$ cat src/rtl/seg_games_pkg.sv
// Shared definitions for the seven-segment game front end.
//   hold_state_t       : per-button hold FSM encoding
//   BTN_*              : default cycle constants for the 10 MHz board clock
package seg_games_pkg;

    typedef enum logic [1:0] {
        RELEASED = 2'd0,
        HELD     = 2'd1,
        LONG     = 2'd2
    } hold_state_t;

    localparam int BTN_COUNT           = 5;
    localparam int BTN_DEBOUNCE_CYCLES = 10_000;     // 1 ms
    localparam int BTN_LONG_CYCLES     = 8_000_000;  // 0.8 s
    localparam int BTN_REPEAT_CYCLES   = 2_000_000;  // 0.2 s

endpackage

$ cat src/rtl/button_channel.sv
// One button channel: 2-flop synchroniser, debounce counter, hold FSM.
//   clk, rst       : clock, asynchronous active-high reset
//   btn_raw        : raw pin, asynchronous to clk
//   repeat_en      : auto-repeat enable while in long hold
//   btn_level      : debounced level
//   press          : 1-cycle pulse on debounced rise
//   release_pulse  : 1-cycle pulse on debounced fall
//   long_press     : 1-cycle pulse once the hold time is reached
//   repeat_pulse   : 1-cycle pulse every REPEAT_CYCLES in long hold
// release/repeat are reserved words, hence the _pulse suffix.
module button_channel
    import seg_games_pkg::*;
#(
    parameter int DEBOUNCE_CYCLES = BTN_DEBOUNCE_CYCLES,
    parameter int LONG_CYCLES     = BTN_LONG_CYCLES,
    parameter int REPEAT_CYCLES   = BTN_REPEAT_CYCLES
) (
    input  logic clk,
    input  logic rst,
    input  logic btn_raw,
    input  logic repeat_en,
    output logic btn_level,
    output logic press,
    output logic release_pulse,
    output logic long_press,
    output logic repeat_pulse
);

    if (DEBOUNCE_CYCLES < 1 || LONG_CYCLES < 1 || REPEAT_CYCLES < 1) begin : g_param_check
        $fatal(1, "button_channel: cycle parameters must be >= 1");
    end

    localparam int DW = $clog2(DEBOUNCE_CYCLES + 1);
    localparam int HW = $clog2(LONG_CYCLES + 1);
    localparam int RW = $clog2(REPEAT_CYCLES + 1);

    // Terminal values are one below the parameter: the event fires on the
    // edge where the count would reach the parameter.
    localparam logic [DW-1:0] DB_LAST   = DW'(DEBOUNCE_CYCLES - 1);
    localparam logic [HW-1:0] HOLD_LAST = HW'(LONG_CYCLES - 1);
    localparam logic [RW-1:0] REP_LAST  = RW'(REPEAT_CYCLES - 1);

    logic          sync1, sync2;
    logic [DW-1:0] db_cnt, db_cnt_nxt;
    logic          level_nxt;
    logic          rise, fall;

    hold_state_t   state, state_nxt;
    logic [HW-1:0] hold_cnt, hold_nxt;
    logic [RW-1:0] rep_cnt, rep_nxt;
    logic          press_nxt, release_nxt, long_nxt, repeat_nxt;

    always_ff @(posedge clk or posedge rst) begin
        if (rst) begin
            sync1         <= 1'b0;
            sync2         <= 1'b0;
            db_cnt        <= '0;
            btn_level     <= 1'b0;
            state         <= RELEASED;
            hold_cnt      <= '0;
            rep_cnt       <= '0;
            press         <= 1'b0;
            release_pulse <= 1'b0;
            long_press    <= 1'b0;
            repeat_pulse  <= 1'b0;
        end else begin
            sync1         <= btn_raw;
            sync2         <= sync1;
            db_cnt        <= db_cnt_nxt;
            btn_level     <= level_nxt;
            state         <= state_nxt;
            hold_cnt      <= hold_nxt;
            rep_cnt       <= rep_nxt;
            press         <= press_nxt;
            release_pulse <= release_nxt;
            long_press    <= long_nxt;
            repeat_pulse  <= repeat_nxt;
        end
    end

    always_comb begin
        db_cnt_nxt = '0;
        level_nxt  = btn_level;
        if (sync2 != btn_level) begin
            if (db_cnt == DB_LAST) begin
                level_nxt = sync2;
            end else begin
                db_cnt_nxt = db_cnt + 1'b1;
            end
        end
        rise = level_nxt & ~btn_level;
        fall = ~level_nxt & btn_level;
    end

    always_comb begin
        state_nxt   = state;
        hold_nxt    = hold_cnt;
        rep_nxt     = rep_cnt;
        press_nxt   = 1'b0;
        release_nxt = 1'b0;
        long_nxt    = 1'b0;
        repeat_nxt  = 1'b0;
        case (state)
            RELEASED: begin
                if (rise) begin
                    state_nxt = HELD;
                    press_nxt = 1'b1;
                    hold_nxt  = '0;
                    rep_nxt   = '0;
                end
            end
            HELD: begin
                if (fall) begin
                    state_nxt   = RELEASED;
                    release_nxt = 1'b1;
                    hold_nxt    = '0;
                    rep_nxt     = '0;
                end else begin
                    hold_nxt = hold_cnt + 1'b1;
                    if (hold_cnt == HOLD_LAST) begin
                        state_nxt = LONG;
                        long_nxt  = 1'b1;
                        rep_nxt   = '0;
                    end
                end
            end
            LONG: begin
                if (fall) begin
                    state_nxt   = RELEASED;
                    release_nxt = 1'b1;
                    hold_nxt    = '0;
                    rep_nxt     = '0;
                end else if (!repeat_en) begin
                    rep_nxt = '0;
                end else if (rep_cnt == REP_LAST) begin
                    repeat_nxt = 1'b1;
                    rep_nxt    = '0;
                end else begin
                    rep_nxt = rep_cnt + 1'b1;
                end
            end
            default: begin
                state_nxt = RELEASED;
                hold_nxt  = '0;
                rep_nxt   = '0;
            end
        endcase
    end

endmodule

$ cat src/rtl/button_event_unit.sv
// Multi-channel button front end: N_BTN independent button_channel
// instances plus a combined press indicator.
//   clk, rst       : clock, asynchronous active-high reset
//   btn_raw        : raw pins, asynchronous to clk
//   repeat_en      : per-channel auto-repeat enable
//   btn_level      : debounced levels
//   press          : per-channel debounced rise pulses
//   release_pulse  : per-channel debounced fall pulses
//   long_press     : per-channel hold-time pulses
//   repeat_pulse   : per-channel auto-repeat pulses
//   any_press      : OR of press, same cycle
module button_event_unit
    import seg_games_pkg::*;
#(
    parameter int N_BTN           = BTN_COUNT,
    parameter int DEBOUNCE_CYCLES = BTN_DEBOUNCE_CYCLES,
    parameter int LONG_CYCLES     = BTN_LONG_CYCLES,
    parameter int REPEAT_CYCLES   = BTN_REPEAT_CYCLES
) (
    input  logic             clk,
    input  logic             rst,
    input  logic [N_BTN-1:0] btn_raw,
    input  logic [N_BTN-1:0] repeat_en,
    output logic [N_BTN-1:0] btn_level,
    output logic [N_BTN-1:0] press,
    output logic [N_BTN-1:0] release_pulse,
    output logic [N_BTN-1:0] long_press,
    output logic [N_BTN-1:0] repeat_pulse,
    output logic             any_press
);

    for (genvar i = 0; i < N_BTN; i++) begin : g_ch
        button_channel #(
            .DEBOUNCE_CYCLES (DEBOUNCE_CYCLES),
            .LONG_CYCLES     (LONG_CYCLES),
            .REPEAT_CYCLES   (REPEAT_CYCLES)
        ) u_ch (
            .clk           (clk),
            .rst           (rst),
            .btn_raw       (btn_raw[i]),
            .repeat_en     (repeat_en[i]),
            .btn_level     (btn_level[i]),
            .press         (press[i]),
            .release_pulse (release_pulse[i]),
            .long_press    (long_press[i]),
            .repeat_pulse  (repeat_pulse[i])
        );
    end

    assign any_press = |press;

endmodule

$ cat config.mk
export PLATFORM = sky130hd
export DESIGN_NAME = button_event_unit
export DESIGN_NICKNAME = d
export VERILOG_FILES = /design/src/rtl/seg_games_pkg.sv /design/src/rtl/button_channel.sv /design/src/rtl/button_event_unit.sv
export SDC_FILE = /design/constraint.sdc
export NUM_CORES = 1
export LEC_CHECK = 0
export ABC_AREA = 1
export CAP_MARGIN = 40
export CORE_ASPECT_RATIO = 1.25
export CORE_MARGIN = 1.5
export CORE_UTILIZATION = 23
export DETAILED_ROUTE_END_ITERATION = 8
export HOLD_SLACK_MARGIN = 0.15
export PLACE_DENSITY = 0.44
export SETUP_SLACK_MARGIN = 0.1
export SLEW_MARGIN = 10
export SYNTH_ARGS = -nofsm -noshare
export SYNTH_HDL_FRONTEND = slang
export SYNTH_HIERARCHICAL = 1
export SYNTH_SLANG_ARGS = --single-unit
$ cat constraint.sdc
create_clock -name clk -period 2.4 [get_ports clk]
set_input_delay 0.24 -clock clk [delete_from_list [all_inputs] [get_ports clk]]
set_output_delay 0.24 -clock clk [all_outputs]
set_load 0.02 [all_outputs]
* Word level (Yosys, flattened, before mapping)
Index checks and enable logic that the tools add are counted.
** Storage, ports and cells
- Output and inout port bits :: 26
- Flip-flop bits (word level) :: 335
** Operators by class
- Reductions and logical operators :: 26
- Equal/unequal tests :: 45
- Muxes and demuxes :: 155
- $add $sub $neg :: 15
- Bitwise gates (word level) :: 20
** Operators with widths (number)
- $mux W21 :: 30
- $mux W23 :: 15
- $pmux W23 S3 :: 5
- $pmux W21 S3 :: 5
- $mux W14 :: 10
- $add A23 B1 Y23 const B :: 5
- $eq A23 B23 Y1 const B :: 5
- $add A21 B1 Y21 const B :: 5
- $eq A21 B21 Y1 const B :: 5
- $add A14 B1 Y14 const B :: 5
- $eq A14 B14 Y1 const B :: 5
- $mux W1 :: 65
- $mux W2 :: 20
- $pmux W2 S3 :: 5
- $ne A2 B1 Y1 const B :: 10
- $reduce_and A2 Y1 :: 10
- $ne A3 B1 Y1 const B :: 5
- $reduce_and A3 Y1 :: 5
- $and A1 B1 Y1 :: 10
- $eq A2 B1 Y1 const B :: 5
- $eq A2 B2 Y1 const B :: 5
- $logic_not A2 Y1 :: 5
- $not A1 Y1 :: 10
- $reduce_or A2 Y1 :: 5
- other kinds (2) :: 6

* Logic depth before layout (Yosys ltp)
Gate-level depths: netlist (run 1).
- Depth after elaboration :: 7
- Depth in mapped cells :: 12
- Mapped depth without buffers :: 12

* By module
Netlist (run 1), hierarchy kept.
** Modules (own cells, without submodules)
- button_channel (g_ch[0].u_ch ...) :: area an instance 4329.2 um2, seq. area each 1676.6 um2, times used 3, cells each 626
- button_channel (g_ch[4].u_ch) :: area an instance 4270.3 um2, seq. area each 1676.6 um2, times used 1, cells each 630
- button_channel (g_ch[1].u_ch) :: area an instance 4167.7 um2, seq. area each 1676.6 um2, times used 1, cells each 593
- button_event_unit :: area an instance 16.3 um2, seq. area each 0.0 um2, times used 1, cells each 4

* Worst setup path before layout (run 1)
Ideal clock, no wire load.
- Path type :: register to register
- Start point :: reg g_ch[1].u_ch.hold_cnt[0]
- End point :: reg g_ch[1].u_ch.rep_cnt[3]
- Arrival :: 1627 ps
- Stages on the path, launching flop included :: 13
- Path buffers :: 1
- Path slack :: 699 ps
- Cell sequence :: dfrtp_1 ha_1 inv_1 nor2_4 nand2_4 inv_2 nand3_4 nand3_4 nand2_4 nor2_4 buf_6 nand2_1 o21ai_2
** On the way
- Longest elaborated chain between the ends :: 3
** Ends and longest elaborated chain
- start, declared :: RTL line button_channel.sv:49 : logic [HW-1:0] hold_cnt, hold_nxt;
- start signal, assigned :: RTL line button_channel.sv:72 : hold_cnt <= hold_nxt;
- $eq A23 B23 Y1 :: RTL line button_channel.sv:120 : if (hold_cnt == HOLD_LAST) begin
- $ne A3 B1 Y1 (no line)
- $reduce_and A2 Y1 (no line)
- end signal, assigned :: RTL line button_channel.sv:73 : rep_cnt <= rep_nxt;
- end, declared :: RTL line button_channel.sv:50 : logic [RW-1:0] rep_cnt, rep_nxt;
No other way between the ends.
A chain may end at the register's enable or synchronous reset.

* Worst setup path after layout (run 1)
- Start point :: reg g_ch[3].u_ch.press
- End point :: out any_press
** On the way
- Longest elaborated chain between the ends :: 1
** Ends and longest elaborated chain
- start, declared :: RTL line button_channel.sv:23 : output logic press,
- start signal, assigned :: RTL line button_channel.sv:74 : press <= press_nxt;
- $reduce_or A5 Y1 :: RTL line button_event_unit.sv:50 : assign any_press = |press;
- end, declared :: RTL line button_event_unit.sv:29 : output logic any_press
No other way between the ends.

==> run_results.csv, run 1 <==
group,metric,value,unit
cells_and_area,final_common_cell,"nand2_1",
routing,dr.first_iter.drc_count,995,
synth,ys_ff_latch,335,
timing,relSlewSlack,0.5837,
critical_path,cp.required,2.16,ns
synth,ys_seq_area_frac,0.3910,
floorplanning,ios,38,
critical_path,path_class,"reg2out",
clocking,clockBufferDepth,3,
synth,yosysTopAreaCell,"dfrtp_1",
critical_path,r2r_end,"g_ch[1].u_ch/rep_cnt[14]$_DFFE_PP0P_",
routing,wl_per_cell,13.38,um
critical_path,worst_setup_path_end_kind,"output port",
cells_and_area,diodes,0,
clocking,numCtsBuffers,45,
power_and_ir_drop,seqPwrFrac,0.456,
timing,max_freq,471.7,MHz
power_and_ir_drop,clkPwrFrac,0.522,
cells_and_area,final_nets,3213,
placed_design,dp_hpwl,43080,um
floorplanning,die_w,276.1,um
floorplanning,initial_core_util,0.2316,
power_and_ir_drop,p_int,9.609,mW
floorplanning,rows,125,
routing,dr_total_vias,19350,
synth,synth.avg_cell_area,6.906,um^2
routing,avgViaCountPerCell,4.392,
timing,drv_slew,0,
power_and_ir_drop,ir_worst_vdd,0.4356,mV
power_and_ir_drop,switching_power,2.899,mW
synth,yosysUniqueCellTypes,39,
timing,worst_slew_pin_slew,0.6196,ns
critical_path,timing.rr.start,"g_ch[1].u_ch/hold_cnt[0]$_DFFE_PP0P_",
global_routing,grt_max_degree,68,
power_and_ir_drop,netSwitchingFraction,0.2317,
placed_design,dpl_cell_area,0.02331,mm^2
timing,min_period_over_period,0.8833,
timing,rsz0062_at_grt,"no",
outcome,outcome,"finished, final reports clean",
global_routing,grt_pass1_wl,99930,um
floorplanning,core_area,0.09259,mm^2
clocking,clk_latency,0.58,ns
synth,synth_top_area_frac,0.3910,
synth,synthCells,3105,
clocking,root_buffer,"clkbuf_16",
cells_and_area,stdcell_area,0.02478,mm^2
floorplanning,die_h,344.4,um
cells_and_area,layout_common_cells,"nand2_1 (848), nor2_1 (510), dfrtp_1 (334), inv_1 (321), nand3_1 (300)",
synth,yosysWarnings,6,
synth,synth_nets,3147,
placed_design,gp_congestion,0.8584,
routing,final_antenna_net_count,0,
critical_path,cp_max_fo,2,
power_and_ir_drop,p_leak,11.48,nW
power_and_ir_drop,combinationalPowerShare,0.022,
synth,synthTopCellsByArea,"dfrtp_1 (39%), nand2_1 (15%), nor2_1 (8.9%), nand3_1 (7.0%), inv_1 (5.7%)",
job,drv_cap,0,
clocking,cts_sinks,335,
timing,finalHoldViolCount,0,
critical_path,cp_data_arrival_time,1.88,ns
routing,drt_wl_total,58940,um
cells_and_area,drive_above_1_share,0.07563,
global_routing,grt.overflow.total,0,
power_and_ir_drop,p_per_area,504.8,mW/mm^2
synth,synthesis.area,0.02144,mm^2
hold_path,hp-start,"btn_raw[0]",
global_routing,grt_pass1_vias,19340,
floorplanning,die_area,0.09508,mm^2
clocking,h-tree-depth,2,
timing,fin_setup_tns,0,ns
timing,setup_viol_count_final,0,
hold_path,hold_path.class,"in2reg",
routing,drc,0,
global_routing,antenna_found_initial,2,
cells_and_area,syn_to_final_growth,15.57,%
hold_path,holdPathEnd,"g_ch[0].u_ch/sync1$_DFF_PP0_",
critical_path,r2r_cells,11,
clocking,cts_tree,"built",
routing,first_pass_iters,5,
hold_path,hold_depth,1,
timing,period_needed,2.120,ns
timing,fin_skew,0.01639,ns
placed_design,port_buffers,37,
critical_path,regToRegSetupSlack,0.35,ns
clocking,clkTransAtPathRegs,0.05,ns
global_routing,track_usage,0.1262,
critical_path,worstSetupStartpointType,"flip-flop",
registers in the layout (all words and copies together) (netlist names):
register and cells:
g_ch.u_ch/sync1 5, g_ch.u_ch/state 10, g_ch.u_ch/hold_cnt 115, g_ch.u_ch/sync2 5
g_ch.u_ch/rep_cnt 105, g_ch.u_ch/db_cnt 70, g_ch.u_ch/long_press 5, g_ch.u_ch/btn_level 5
g_ch.u_ch/repeat_pulse 5, g_ch.u_ch/release_pulse 5, g_ch.u_ch/press 5
what timing repair did:
item                                   in CTS  in global routing
cloned                                      0                  0
setup endpoints to repair                   1                  8
buffers inserted                            0                  1
gates resized for setup                     1                  2
endpoints found under the hold margin       4                  0
hold buffers                                4                  0
pin swaps                                   0                  1
synth_stat cells, drive strengths merged:
library cell,count
buf,49
ha,30
and3,5
nor2,535
nand4,145
and2,13
nand3b,8
a21oi,56
nand3,331
nand2,871
nor3,64
o21a,1
clkinv,14
nor4,14
o21bai,9
nor3b,8
xnor2,14
clkbuf,23
xor2,61
inv,341
or2,11
a31oi,1
dfrtp,335
o21ai,166
metrics by stage:
step / power, mW / utilization / hold WS (ns) / std cells / setup WS [ns]
final: 12.51 / 0.2676 / 0.2739 / 4406 / 0.2801
after global routing: 13.13 / 0.2676 / 0.2253 / 4406 / 0.1099
after CTS: 12.90 / 0.2673 / 0.2018 / 4405 / 0.1974
after detailed placement: 6.090 / 0.2517 / 0.3379 / 4325 / 0.2689
after global placement: 6.091 / 0.2517 / 0.3329 / 4325 / 0.2986
after floorplan: 5.955 / - / 0.2714 / 3105 / 0.4768
logic make-up (layout without fill, tap and decap cells):
logic type,after synthesis,after routing,share of synthesized area
DFF,335,335,0.3910
xor gates and xnor gates,75,75,0.03064
AOI/OAI and AO/OA,233,233,0.05649
buffers and inverters,427,522,0.08339
and+or+nand+nor,2005,2005,0.4210
adders and majority gates,30,30,0.01751
worst max path at each step:
| stage | slack [ns] | endpoint | start | cells after the start |
|---|---|---|---|---|
| finish | 0.28 | any_press | g_ch[3].u_ch/press$_DFF_PP0_ | 3 |
| global route | 0.11 | g_ch[1].u_ch/rep_cnt[14]$_DFFE_PP0P_ | g_ch[1].u_ch/hold_cnt[0]$_DFFE_PP0P_ | 11 |
| CTS | 0.20 | any_press | g_ch[2].u_ch/press$_DFF_PP0_ | 3 |
| detailed placement | 0.27 | g_ch[1].u_ch/rep_cnt[13]$_DFFE_PP0P_ | g_ch[1].u_ch/hold_cnt[0]$_DFFE_PP0P_ | 11 |
| global placement | 0.30 | g_ch[1].u_ch/rep_cnt[9]$_DFFE_PP0P_ | g_ch[1].u_ch/hold_cnt[0]$_DFFE_PP0P_ | 11 |
| floorplan | 0.48 | g_ch[0].u_ch/btn_level$_DFF_PP0_ | rst | 1 |
cell type report:
| type | count | area [um^2] |
|---|---|---|
| clock buffer | 63 | 1296 |
| sequential | 335 | 8384 |
| tap | 1206 | 1509 |
| multi-input combinational | 2343 | 11280 |
| clock inverter | 13 | 107.6 |
| inverter | 355 | 1344 |
| timing repair buffer | 91 | 860.8 |
| fill | 10250 | 67810 |
power groups by stage:
stage               Clock [mW]  Combinational, mW  Sequential [mW]
detailed placement           0              0.292             5.80
finish                    6.53              0.280             5.70
global route              7.10              0.331             5.70
global placement             0              0.293             5.80
floorplan                    0              0.161             5.79
CTS                       6.90              0.299             5.70
routing by layer:
| metal | vias to the layer above | wire (um) | global-route usage |
|---|---|---|---|
| met5 | - | 0 | 0 |
| met4 | 0 | 1578 | 0.04167 |
| met1 | 8885 | 26270 | 0.1524 |
| li1 | 10160 | - | - |
| met2 | 217 | 29340 | 0.2295 |
| met3 | 90 | 1742 | 0.01829 |
critical path, cell delays in order, from the launching register on:
cell and delay (ns):
dfrtp_2 0.52, nor2_1 0.09, nand3_1 0.09, clkdlybuf4s50_1 0.60
Note: power is estimated with default switching activity, not from simulation.
==> inputs of run 2 (changes only) <==
--- a/config.mk
+++ b/config.mk
@@ -10,9 +10,11 @@
 export CORE_ASPECT_RATIO = 1.25
 export CORE_MARGIN = 1.5
 export CORE_UTILIZATION = 23
+export CTS_CLUSTER_DIAMETER = 60
 export DETAILED_ROUTE_END_ITERATION = 8
+export DONT_BUFFER_PORTS = 1
 export HOLD_SLACK_MARGIN = 0.15
-export PLACE_DENSITY = 0.44
+export PLACE_DENSITY = 0.43
 export SETUP_SLACK_MARGIN = 0.1
 export SLEW_MARGIN = 10
 export SYNTH_ARGS = -nofsm -noshare
==> run_results.csv, run 2 (same netlist as run 1, synthesis figures left out) <==
group,metric,value,unit
outcome,outcome,"finished, final reports clean",
critical_path,critical_path.endpoint,"g_ch[3].u_ch/rep_cnt[16]$_DFFE_PP0P_",
floorplanning,rows,125,
placed_design,port_buffers,0,
routing,avgViaCountPerCell,4.395,
clocking,clk_latency,0.58,ns
cells_and_area,reg_top3,"g_ch.u_ch/hold_cnt x115, g_ch.u_ch/rep_cnt x105, g_ch.u_ch/db_cnt x70",
power_and_ir_drop,netSwitchingFraction,0.2167,
power_and_ir_drop,clkPwrFrac,0.573,
global_routing,antenna_found_initial,1,
floorplanning,die_area,0.09508,mm^2
cells_and_area,largest_register_ffs,115,
clocking,cts_sinks,335,
floorplanning,die_h,344.4,um
power_and_ir_drop,combinationalPowerShare,0.019,
routing,dr.first_iter.drc_count,1068,
routing,first_pass_iters,5,
clocking,numCtsBuffers,48,
clocking,clkTransAtPathRegs,0.06,ns
cells_and_area,final_common_cell,"nand2_1",
floorplanning,core_area,0.09259,mm^2
cells_and_area,syn_to_final_growth,15.62,%
cells_and_area,regMostFlops,"g_ch.u_ch/hold_cnt",
critical_path,path_class,"reg2reg",
job,drv_cap,0,
power_and_ir_drop,p_per_area,563.3,mW/mm^2
global_routing,track_usage,0.1259,
placed_design,dpl_cell_area,0.02288,mm^2
critical_path,worstSetupStartpointType,"flip-flop",
critical_path,timing.rr.start,"g_ch[3].u_ch/hold_cnt[0]$_DFFE_PP0P_",
cells_and_area,diodes,0,
routing,dr_total_vias,19260,
floorplanning,initial_core_util,0.2316,
timing,fin_skew,0.01445,ns
routing,final_antenna_net_count,0,
clocking,h-tree-depth,2,
routing,drt_wl_total,59870,um
timing,period_needed,2.097,ns
cells_and_area,drive_above_1_share,0.07872,
timing,setup_viol_count_final,0,
power_and_ir_drop,switching_power,3.027,mW
critical_path,cp.required,2.87,ns
global_routing,grt.overflow.total,0,
critical_path,regToRegSetupSlack,0.30,ns
timing,rsz0062_at_grt,"yes",
timing,worst_slew_pin_slew,0.8006,ns
placed_design,dp_hpwl,43070,um
power_and_ir_drop,p_leak,11.51,nW
timing,drv_slew,0,
critical_path,cp_data_arrival_time,2.57,ns
global_routing,grt_pass1_wl,99020,um
routing,wl_per_cell,13.66,um
routing,drc,0,
clocking,root_buffer,"clkbuf_16",
cells_and_area,fillers,10200,
power_and_ir_drop,ir_worst_vdd,0.5444,mV
timing,fin_setup_tns,0,ns
floorplanning,ios,38,
global_routing,grt_pass1_vias,18900,
critical_path,r2r_end,"g_ch[3].u_ch/rep_cnt[16]$_DFFE_PP0P_",
placed_design,gp_congestion,0.8385,
timing,min_period_over_period,0.8738,
clocking,clockBufferDepth,3,
power_and_ir_drop,p_int,10.94,mW
critical_path,cp-startpoint,"g_ch[3].u_ch/hold_cnt[0]$_DFFE_PP0P_",
critical_path,r2r_cells,9,
global_routing,grt_max_degree,68,
critical_path,worst_setup_path_end_kind,"flip-flop",
cells_and_area,stdcell_area,0.02479,mm^2
power_and_ir_drop,seqPwrFrac,0.408,
cells_and_area,final_nets,3181,
timing,relSlewSlack,0.4645,
cells_and_area,stdcell_count,4382,
critical_path,cp_max_fo,22,
timing,finalHoldViolCount,0,
floorplanning,die_w,276.1,um
timing,max_freq,476.9,MHz
clocking,cts_tree,"built",
cells_and_area,layout_common_cells,"nand2_1 (848), nor2_1 (510), dfrtp_1 (335), inv_1 (321), nand3_1 (300)",
hold_path,hold_path.class,"in2reg",
placed_design,place_inst,4283,
## run 2: changes by cell type in the layout (fill, tap and decap cells not counted), sizes merged
cell           before  now
bufinv              1   12
buf                50   45
clkinvlp            1    3
clkdlybuf4s50      37    0
inv               340  338
dlygate4sd3         4   11
## run 2: layer usage
metal,GRT usage,part of all wire
met5,0,0.00018
met4,0.04247,0.027
met3,0.02086,0.033
met2,0.2263,0.49
met1,0.1522,0.45
## run 2: power groups by stage
stage                     Clock (mW)  Sequential [mW]  Combinational [mW]
after floorplan                    0             5.79               0.161
after global placement             0             5.80               0.251
after detailed placement           0             5.80               0.251
after CTS                       8.36             5.70               0.283
after global routing            8.55             5.70               0.312
final                           8.00             5.70               0.265
## run 2: worst min-delay path by stage
| stage | slack, ns | startpoint | cells past startpoint | endpoint |
|---|---|---|---|---|
| floorplan | 0.27 | btn_raw[0] | 0 | g_ch[0].u_ch/sync1$_DFF_PP0_ |
| global placement | 0.16 | rst | 1 | g_ch[3].u_ch/hold_cnt[14]$_DFFE_PP0P_ |
| detailed placement | 0.15 | rst | 1 | g_ch[3].u_ch/hold_cnt[10]$_DFFE_PP0P_ |
| CTS | 0.15 | btn_raw[3] | 1 | g_ch[3].u_ch/sync1$_DFF_PP0_ |
| global route | 0.18 | btn_raw[3] | 1 | g_ch[3].u_ch/sync1$_DFF_PP0_ |
| finish | 0.21 | btn_raw[3] | 1 | g_ch[3].u_ch/sync1$_DFF_PP0_ |
## run 2: metrics by stage
stage	setup slack, ns	utilization	total power, mW	hold WS (ns)
global route	0.09480	0.2678	14.57	0.1789
detailed placement	0.2355	0.2471	6.049	0.1506
CTS	0.2296	0.2674	14.35	0.1548
floorplan	0.4768	-	5.955	0.2714
finish	0.3029	0.2678	13.97	0.2100
global placement	0.3015	0.2471	6.050	0.1617
## run 2: final cells by class
type                    count  area (um^2)  area share
well taps                1206         1509     0.06087
flip-flops and latches    335         8383      0.3381
multi-input cells        2343        11280      0.4550
repair buffers             56        498.0     0.02009
clock buffers              63         1339     0.05400
inverters                 355         1346     0.05430
clock inverters            24        435.4     0.01756
## run 2: repair_timing
action	in CTS	in global routing
hold buffers	11	0
setup endpoints to repair	0	13
setup buffers	0	1
hold endpoints to repair	434	0
gates resized for setup	0	4
## run 2: critical path, stage by stage, from the launching register on
cell	delay [ns]
dfrtp_1	0.41
ha_1	0.29
nand3_2	0.12
nor2_2	0.06
nand3_2	0.09
nand3_2	0.21
nand2_4	0.33
clkinv_2	0.26
nand3_1	0.15
nand2_1	0.05
==> inputs of run 3 (changes only) <==
--- a/config.mk
+++ b/config.mk
@@ -7,7 +7,7 @@
 export LEC_CHECK = 0
 export ABC_AREA = 1
 export CAP_MARGIN = 40
-export CORE_ASPECT_RATIO = 1.25
+export CORE_ASPECT_RATIO = 0.9
 export CORE_MARGIN = 1.5
 export CORE_UTILIZATION = 23
 export CTS_CLUSTER_DIAMETER = 60
==> run_results.csv, run 3 (same netlist as run 1, synthesis figures left out) <==
group,metric,value,unit
outcome,outcome,"finished, final reports clean",
timing,rsz0062_at_grt,"no",
cells_and_area,final_common_cell,"nand2_1",
critical_path,worst_setup_path_end_kind,"flip-flop",
cells_and_area,syn_to_final_growth,16.94,%
cells_and_area,largest_register_ffs,115,
critical_path,worstSetupStartpointType,"flip-flop",
power_and_ir_drop,p_leak,11.63,nW
cells_and_area,seq_area,0.008383,mm^2
timing,relSlewSlack,0.5312,
routing,first_pass_iters,5,
timing,max_freq,474.5,MHz
placed_design,port_buffers,0,
critical_path,path_class,"reg2reg",
power_and_ir_drop,finalPower,14.45,mW
routing,drt_wl_total,58040,um
clocking,root_buffer,"clkbuf_16",
clocking,cts_sinks,335,
floorplanning,ios,38,
cells_and_area,drive_above_1_share,0.08265,
global_routing,grt_pass1_vias,18290,
timing,worst_slew_pin_slew,0.7024,ns
cells_and_area,diodes,0,
global_routing,grt_pass1_wl,97170,um
floorplanning,die_area,0.09507,mm^2
clocking,numCtsBuffers,55,
routing,dr.first_iter.drc_count,1106,
cells_and_area,fillers,10350,
critical_path,cp_data_arrival_time,2.60,ns
global_routing,grt_max_degree,37,
floorplanning,rows,106,
global_routing,antenna_found_initial,1,
clocking,cts_tree,"built",
clocking,clockBufferDepth,3,
timing,finalHoldViolCount,0,
floorplanning,die_w,324.8,um
critical_path,cp_max_fo,22,
clocking,clkTransAtPathRegs,0.05,ns
power_and_ir_drop,p_per_area,576.2,mW/mm^2
timing,fin_skew,0.02129,ns
clocking,h-tree-depth,2,
cells_and_area,final_nets,3192,
cells_and_area,multiInputGateArea,0.01130,mm^2
cells_and_area,layout_common_cells,"nand2_1 (848), nor2_1 (510), dfrtp_1 (335), inv_1 (321), nand3_1 (300)",
routing,dr_total_vias,19280,
power_and_ir_drop,ir_worst_vdd,0.5530,mV
floorplanning,initial_core_util,0.2316,
routing,wl_per_cell,13.08,um
routing,drc,0,
timing,setup_viol_count_final,0,
timing,min_period_over_period,0.8781,
placed_design,gp_congestion,0.8485,
job,drv_cap,0,
cells_and_area,regMostFlops,"g_ch.u_ch/hold_cnt",
floorplanning,core_area,0.09257,mm^2
routing,final_antenna_net_count,0,
cells_and_area,reg_top3,"g_ch.u_ch/hold_cnt x115, g_ch.u_ch/rep_cnt x105, g_ch.u_ch/db_cnt x70",
critical_path,cp.required,2.89,ns
global_routing,grt.overflow.total,0,
timing,drv_slew,0,
routing,avgViaCountPerCell,4.346,
timing,period_needed,2.107,ns
timing,fin_setup_tns,0,ns
clocking,clk_latency,0.62,ns
placed_design,dp_hpwl,42080,um
hold_path,hold_path.class,"reg2reg",
floorplanning,die_h,292.7,um
global_routing,track_usage,0.1223,
run 3: final cells by class:
type / count / share of cell area
clock inverters: 34 / 0.01836
clock buffers: 67 / 0.05953
flip-flops and latches: 335 / 0.3343
well taps: 1242 / 0.06198
repair buffers: 60 / 0.02156
inverters: 355 / 0.05364
multi-input cells: 2343 / 0.4506
run 3: critical path, cell delays in order (launching register included):
cell and delay (ns):
dfrtp_1 0.41, ha_1 0.24, nand3_2 0.14, nor2_2 0.09, nand3_2 0.10, nand3_2 0.22
nand2_4 0.32, clkinv_2 0.26, nand3_1 0.12, o21ai_0 0.08
run 3: power breakdown:
group          internal (mW)  total [mW]  switching, mW  leakage [nW]
combinational         0.0683       0.270          0.202          6.48
sequential              5.68        5.70         0.0187          4.19
clock                   5.33        8.48           3.15         0.953
total                   11.1        14.4           3.37          11.6
run 3: through the flow:
step | instances | util | hold slack, ns | area [um^2] | worst slack, ns
floorplan | 3105 | - | 0.2714 | 21440 | 0.4768
global placement | 4318 | 0.2475 | 0.1406 | 22910 | 0.2902
detailed placement | 4318 | 0.2475 | 0.1443 | 22910 | 0.2503
CTS | 4435 | 0.2703 | 0.3487 | 25030 | 0.2316
global route | 4436 | 0.2709 | 0.3668 | 25070 | 0.1014
finish | 4436 | 0.2709 | 0.3483 | 25070 | 0.2926
run 3: timing repair:
| item | 4_1_cts | 5_1_grt |
|---|---|---|
| buffers inserted | 0 | 1 |
| endpoints found under the hold margin | 434 | 0 |
| gates resized for setup | 0 | 4 |
| hold buffers | 16 | 0 |
| endpoints found under the setup margin | 0 | 30 |
run 3: final timing paths:
| check | end | slack (ns) | start | depth (start not counted) |
|---|---|---|---|---|
| min in group asynchronous | g_ch[2].u_ch/db_cnt[3]$_DFF_PP0_ | 0.44 | rst | 2 |
| setup reg to reg | g_ch[3].u_ch/rep_cnt[13]$_DFFE_PP0P_ | 0.29 | g_ch[3].u_ch/hold_cnt[0]$_DFFE_PP0P_ | 9 |
| hold reg to reg | g_ch[0].u_ch/sync2$_DFF_PP0_ | 0.35 | g_ch[0].u_ch/sync1$_DFF_PP0_ | 0 |
| hold / removal | g_ch[0].u_ch/sync2$_DFF_PP0_ | 0.35 | g_ch[0].u_ch/sync1$_DFF_PP0_ | 0 |
| max in group asynchronous | g_ch[3].u_ch/db_cnt[3]$_DFF_PP0_ | 1.22 | rst | 3 |
| setup / recovery | g_ch[3].u_ch/rep_cnt[13]$_DFFE_PP0P_ | 0.29 | g_ch[3].u_ch/hold_cnt[0]$_DFFE_PP0P_ | 9 |
run 3: layer usage:
metal	up-vias	GRT usage	routed length, um
li1	10110	-	-
met1	8854	0.1737	29680
met2	226	0.1890	24990
met3	89	0.01964	1930
met4	2	0.03807	1433
met5	-	0	13
